`src/rtl/crash_monitor_if.sv`:
```
// Pixel/sync inputs and game outputs of the crash monitor. The signal names match the
// original Verilog ports, so existing connections can map across one for one.
interface crash_monitor_if;
  logic        vs;
  logic        game_status;
  logic        px_dinosaur;
  logic        px_obstacle;
  logic        pixel_valid;
  logic        crash;
  logic        game_over;
  logic [15:0] score;

  modport master (
    output vs, game_status, px_dinosaur, px_obstacle, pixel_valid,
    input  crash, game_over, score
  );

  modport slave (
    input  vs, game_status, px_dinosaur, px_obstacle, pixel_valid,
    output crash, game_over, score
  );
endinterface

```
`src/rtl/crash_monitor.sv`:
```
// Counts dinosaur/obstacle overlap pixels in each frame and raises a crash at the end of
// any frame that reaches HIT_THRESHOLD. It scores one BCD point every SCORE_DIV clean frames.
module crash_monitor #(
  parameter int unsigned SCORE_DIV     = 6,
  parameter int unsigned HIT_THRESHOLD = 4
) (
  input logic            CLK,
  input logic            RESET,
  crash_monitor_if.slave bus
);

  localparam logic [1:0] IDLE = 2'd0;
  localparam logic [1:0] RUN  = 2'd1;
  localparam logic [1:0] OVER = 2'd2;

  localparam logic [7:0] FRAME_LAST = 8'(SCORE_DIV - 1);
  localparam logic [7:0] HIT_LVL    = 8'(HIT_THRESHOLD);

  logic [1:0]  r_state;
  logic        r_vs_d;
  logic [7:0]  r_overlap;
  logic [7:0]  r_frame;
  logic [15:0] r_score;
  logic        r_crash;
  logic        r_game_over;

  logic        w_boundary;
  logic        w_overlap_px;
  logic [15:0] w_score_inc;
  logic        w_carry;

  assign w_boundary   = r_vs_d & ~bus.vs;
  assign w_overlap_px = bus.vs & bus.pixel_valid & bus.px_dinosaur & bus.px_obstacle;

  // Ripple BCD increment. A score of 9999 holds instead of wrapping.
  always_comb begin
    w_score_inc = r_score;
    w_carry     = 1'b1;
    if (r_score != 16'h9999) begin
      for (int unsigned i = 0; i < 4; i++) begin
        if (w_carry) begin
          if (r_score[i*4 +: 4] == 4'd9) begin
            w_score_inc[i*4 +: 4] = 4'd0;
          end else begin
            w_score_inc[i*4 +: 4] = r_score[i*4 +: 4] + 4'd1;
            w_carry               = 1'b0;
          end
        end
      end
    end
  end

  always_ff @(posedge CLK) begin
    if (RESET) begin
      r_state     <= IDLE;
      r_vs_d      <= 1'b1;
      r_overlap   <= '0;
      r_frame     <= '0;
      r_score     <= '0;
      r_crash     <= 1'b0;
      r_game_over <= 1'b0;
    end else begin
      r_vs_d  <= bus.vs;
      r_crash <= 1'b0;
      case (r_state)
        IDLE: begin
          r_game_over <= 1'b0;
          r_overlap   <= '0;
          if (bus.game_status) begin
            r_state <= RUN;
            r_score <= '0;
            r_frame <= '0;
          end
        end
        RUN: begin
          // A stop request overrides a coincident crash or score update.
          if (!bus.game_status) begin
            r_state   <= IDLE;
            r_overlap <= '0;
          end else if (w_boundary) begin
            r_overlap <= '0;
            if (r_overlap >= HIT_LVL) begin
              r_state     <= OVER;
              r_crash     <= 1'b1;
              r_game_over <= 1'b1;
            end else if (r_frame == FRAME_LAST) begin
              r_frame <= '0;
              r_score <= w_score_inc;
            end else begin
              r_frame <= r_frame + 8'd1;
            end
          end else if (w_overlap_px && (r_overlap != 8'hFF)) begin
            r_overlap <= r_overlap + 8'd1;
          end
        end
        OVER: begin
          r_overlap <= '0;
          if (!bus.game_status) begin
            r_state     <= IDLE;
            r_game_over <= 1'b0;
          end
        end
        default: begin
          r_state     <= IDLE;
          r_overlap   <= '0;
          r_game_over <= 1'b0;
        end
      endcase
    end
  end

  assign bus.crash     = r_crash;
  assign bus.game_over = r_game_over;
  assign bus.score     = r_score;

endmodule

```
`src/flat_wrapper.sv`:
```
// flat-port wrapper written by rule: the top's interface ports become plain ports
module crash_monitor_flat 
#(
  parameter int unsigned SCORE_DIV     = 6,
  parameter int unsigned HIT_THRESHOLD = 4
)
  (CLK, RESET, bus_vs, bus_game_status, bus_px_dinosaur, bus_px_obstacle, bus_pixel_valid, bus_crash, bus_game_over, bus_score);
  crash_monitor_if bus_i ();
  input logic CLK;
  input logic RESET;
  input wire logic [$bits(bus_i.vs)-1:0] bus_vs;
  input wire logic [$bits(bus_i.game_status)-1:0] bus_game_status;
  input wire logic [$bits(bus_i.px_dinosaur)-1:0] bus_px_dinosaur;
  input wire logic [$bits(bus_i.px_obstacle)-1:0] bus_px_obstacle;
  input wire logic [$bits(bus_i.pixel_valid)-1:0] bus_pixel_valid;
  output wire logic [$bits(bus_i.crash)-1:0] bus_crash;
  output wire logic [$bits(bus_i.game_over)-1:0] bus_game_over;
  output wire logic [$bits(bus_i.score)-1:0] bus_score;
  assign bus_i.vs = bus_vs;
  assign bus_i.game_status = bus_game_status;
  assign bus_i.px_dinosaur = bus_px_dinosaur;
  assign bus_i.px_obstacle = bus_px_obstacle;
  assign bus_i.pixel_valid = bus_pixel_valid;
  assign bus_crash = bus_i.crash;
  assign bus_game_over = bus_i.game_over;
  assign bus_score = bus_i.score;
  crash_monitor #(.SCORE_DIV(SCORE_DIV), .HIT_THRESHOLD(HIT_THRESHOLD)) u_core (.CLK(CLK), .RESET(RESET), .bus(bus_i));
endmodule
```
`config.mk`:
```
export PLATFORM = sky130hd
export DESIGN_NAME = crash_monitor_flat
export DESIGN_NICKNAME = d
export VERILOG_FILES = /design/src/rtl/crash_monitor_if.sv /design/src/rtl/crash_monitor.sv /design/src/flat_wrapper.sv
export SDC_FILE = /design/constraint.sdc
export NUM_CORES = 1
export LEC_CHECK = 0
export BUFFER_PORTS_ARGS = -buffer_cell sky130_fd_sc_hd__buf_2
export CAP_MARGIN = 20
export CORE_MARGIN = 2
export CORE_UTILIZATION = 30
export DETAILED_ROUTE_END_ITERATION = 7
export PLACE_DENSITY_LB_ADDON = 0.3
export SETUP_SLACK_MARGIN = 0.3
export SLEW_MARGIN = 25
export SYNTH_ARGS = -nofsm -noshare
export SYNTH_HDL_FRONTEND = slang
export SYNTH_SLANG_ARGS = --single-unit
```
`constraint.sdc`:
```
create_clock -name CLK -period 1.8 [get_ports CLK]
set_input_delay 0.09 -clock CLK [delete_from_list [all_inputs] [get_ports CLK]]
set_output_delay 0.09 -clock CLK [all_outputs]
set_load 0.02 [all_outputs]
```
==> results by group <==
Synthesis
  – Synth async-reset ratio: 0%
  – Post-synth top flop: dfxtp_1
  – Largest family of logic cells by synthesized area: simple AND/OR/NAND/NOR gates
  – Syn_nets: 261
  – Sequential share of the synthesized area: 36.4%
  – Complex-gate fraction of the synthesized area: 15.7%
  – Yosys reg bits: 37
  – Syn_area_per_cell: 8.41 um2
  – Unique masters post-synth: 47
  – Post-synthesis cell area: 2030 um2
  – Number of synthesized flops with an enable pin: 0
  – Yosys warning total: 0
  – Synthesized instance count: 242
  – Synth Area in Adders: 7.38%
  – Mux contribution to synthesized area: 1.05%
  – Xor and xnor area share after synthesis: 5.60%
  – Post-Synth Simple-Gate Area: 29.6%

STA
  – Final worst slack: -0.0923 ns
  – Max-slew violation count: 0
  – Fmax: 0.528 GHz
  – Fin crit share: 105%
  – Slew headroom: 55.7%
  – Max Clock Skew: 0.00263 ns
  – Minimum clock period: 1.89 ns
  – Final count of negative-setup-slack endpoints: 8
  – Final hold violations: 0
  – Worst slew pin tran: 0.665 ns
  – RSZ-0062 raised after global routing: yes

Placed design
  – Dpl cells: 387
  – Number of I/O port buffers: 24
  – Dpl ws: -0.127 ns
  – DP Area: 2650 um2
  – Dpl hpwl: 3820 um
  – Routability-driven placement congestion ratio: 0.818

Detailed routing
  – Drt drc: 0
  – Via count: 2,017
  – DRT Wirelength: 5420 um
  – WL per Instance: 13.6 um
  – First-pass iteration count of the detailed router: 4
  – ANT nets after route: 0
  – Initial DRC Count: 150
  – Vias per std cell: 5.04

GRT
  – First-pass GRT wire length: 8900 um
  – Grt ovf: 0
  – Largest net degree at the start of global routing: 17
  – Vias in the first global route: 1,875
  – Initial antenna violation count: 0
  – Gr usage total: 14.8%

Finish
  – P&R area growth vs syn: 45.0%
  – Most common cell after layout, fill and taps aside: buf_4
  – Antenna diode count: 0
  – Final Util: 44.1%
  – Highest-count cells in the layout ignoring fill and taps: 48 x buf_4, 25 x nor2_1, 24 x buf_2
  – Share of cells above drive strength 1: 41.3%
  – Fill count: 653
  – Number of non-filler instances in the completed layout: 400
  – Design Area, Final: 2950 um2
  – Final net count: 338

CTS
  – Clk_lat worst skew: 0.29 ns
  – CTS Buf Count: 5
  – Clock Pin Slew Worst Setup and Hold Paths: 0.08 ns
  – Htree depth: 2
  – Clk sinks: 37
  – Clock Path Buffers: 2
  – CTS tree: done
  – Root Buffer: clkbuf_8
  – CTS Hold Bufs: 0

Critical path
  – CP Max Fanout: 5
  – Largest stage delay, worst path: 0.51 ns
  – Arr. time, crit path: 2.11 ns
  – Crit path kind: reg2reg
  – R2r worst-path depth: 7
  – Slowest CP cell: or4_1
  – Cell breakdown of the critical path: inv_2, ha_4, nor4b_4, nand4_2, a21o_4, or4_1, a21oi_1
  – Startpoint Class: register
  – Endpoint class of the critical path: register
  – Worst Path Required: 2.02 ns

Run
  – MaxCap Viol Count: 0

Die
  – Core Area: 6680 um2
  – DIE HEIGHT: 86.4 um
  – Starting density of the core: 30.4%
  – Standard-cell rows: 30
  – Die Width: 86.4 um
  – Die area: 7460 um2
  – IO Count: 25

Pwr
  – Worst VDD drop: 298 uV
  – PD cells: 562 nW/um2
  – Leakage: 0.00119 uW

Min path
  – Hold path cells: 3
  – Tightest Hold Check Type: in2reg

Run status
  – Outcome: finished with violations
  – Failing checks: setup timing
-- cell usage after synthesis (all sizes together), types with 9 or more instances --
| master | number | area, um2 |
|---|---|---|
| inv | 12 | 45.0 |
| dfxtp | 37 | 741 |
| a21oi | 14 | 70.1 |
| nor2 | 27 | 101 |
| o21ai | 13 | 65.1 |
| nand2 | 19 | 71.3 |
| xnor2 | 11 | 96.3 |
| nand4 | 9 | 62.6 |
| nor3 | 10 | 50.1 |
| ha | 12 | 150 |
| nand3 | 10 | 50.1 |
-- per-stage QoR --
| stage | power [uW] | hold slack, ns | setup TNS (ns) |
|---|---|---|---|
| 2_1_floorplan | 931 | 0.152 | -0.137 |
| 3_3_place_gp | 990 | 0.422 | -0.299 |
| 3_5_place_dp | 990 | 0.419 | -0.495 |
| 4_1_cts | 1670 | 0.102 | -0.199 |
| 5_1_grt | 1730 | 0.134 | -1.44 |
| 6_report | 1660 | 0.119 | -0.368 |
-- critical path, delay by kind of cell, from the launching register on --
kind            cells  cell delay, ns
compound gates      2            0.41
flops               1            0.33
buf+inv             1            0.06
simple gates        3            0.91
fa+ha+maj           1            0.11
-- per-layer routing --
metal | track usage (%) | vias to the layer above | wire length (um)
met5 | 0 | - | 0
met4 | 5.26 | 0 | 52
met2 | 22.2 | 45 | 2400
li1 | - | 1031 | -
met3 | 3.52 | 4 | 225
met1 | 20.7 | 937 | 2750
-- logic make-up after synthesis --
kind of cell | count (synthesis)
buffers and inverters | 19
multiplexers | 2
XOR/XNOR | 13
adder cells (fa/ha/maj) | 12
AND/OR/NAND/NOR | 109
AO/OA/AOI/OAI | 50
flip-flops | 37
-- final timing paths --
check                           start                  end  slack (ns)
setup / recovery    u_core.r_frame[1]  u_core.bus.score[5]       -0.09
hold / removal        bus_game_status    u_core.r_state[1]        0.12
setup reg to reg    u_core.r_frame[1]  u_core.bus.score[5]       -0.09
hold reg to reg   u_core.r_overlap[1]  u_core.r_overlap[1]        0.50
-- sequential cells by signal (all words and copies together) (netlist names) --
signal                flops
u_core.bus.score         16
u_core.r_frame            8
u_core.r_overlap          8
u_core.r_state            2
u_core.bus.crash          1
u_core.bus.game_over      1
u_core.r_vs_d             1
-- cell type report --
type	instances	area (um2)	area share (%)
Clock buffer	7	96.3	3.27
Clock inverter	1	5.00	0.170
Timing Repair Buffer	76	526	17.8
Tap cell	80	100	3.39
Multi-Input combinational cell	187	1410	47.6
Inverter	12	47.5	1.61
Sequential cell	37	769	26.1
-- power by group --
group	total, uW	switching [uW]	leakage, uW	internal [uW]
clock	660	313	0.0000542	347
sequential	825	6.14	0.000307	819
combinational	172	101	0.000828	70.6
-- timing repair --
| item | in CTS | in global routing |
|---|---|---|
| pin swaps | 8 | 9 |
| buffers inserted | 4 | 0 |
| gates resized for setup | 24 | 14 |
| cloned | 0 | 1 |
| endpoints found under the setup margin | 28 | 27 |
No activity file was read; power rests on OpenSTA's default activity.
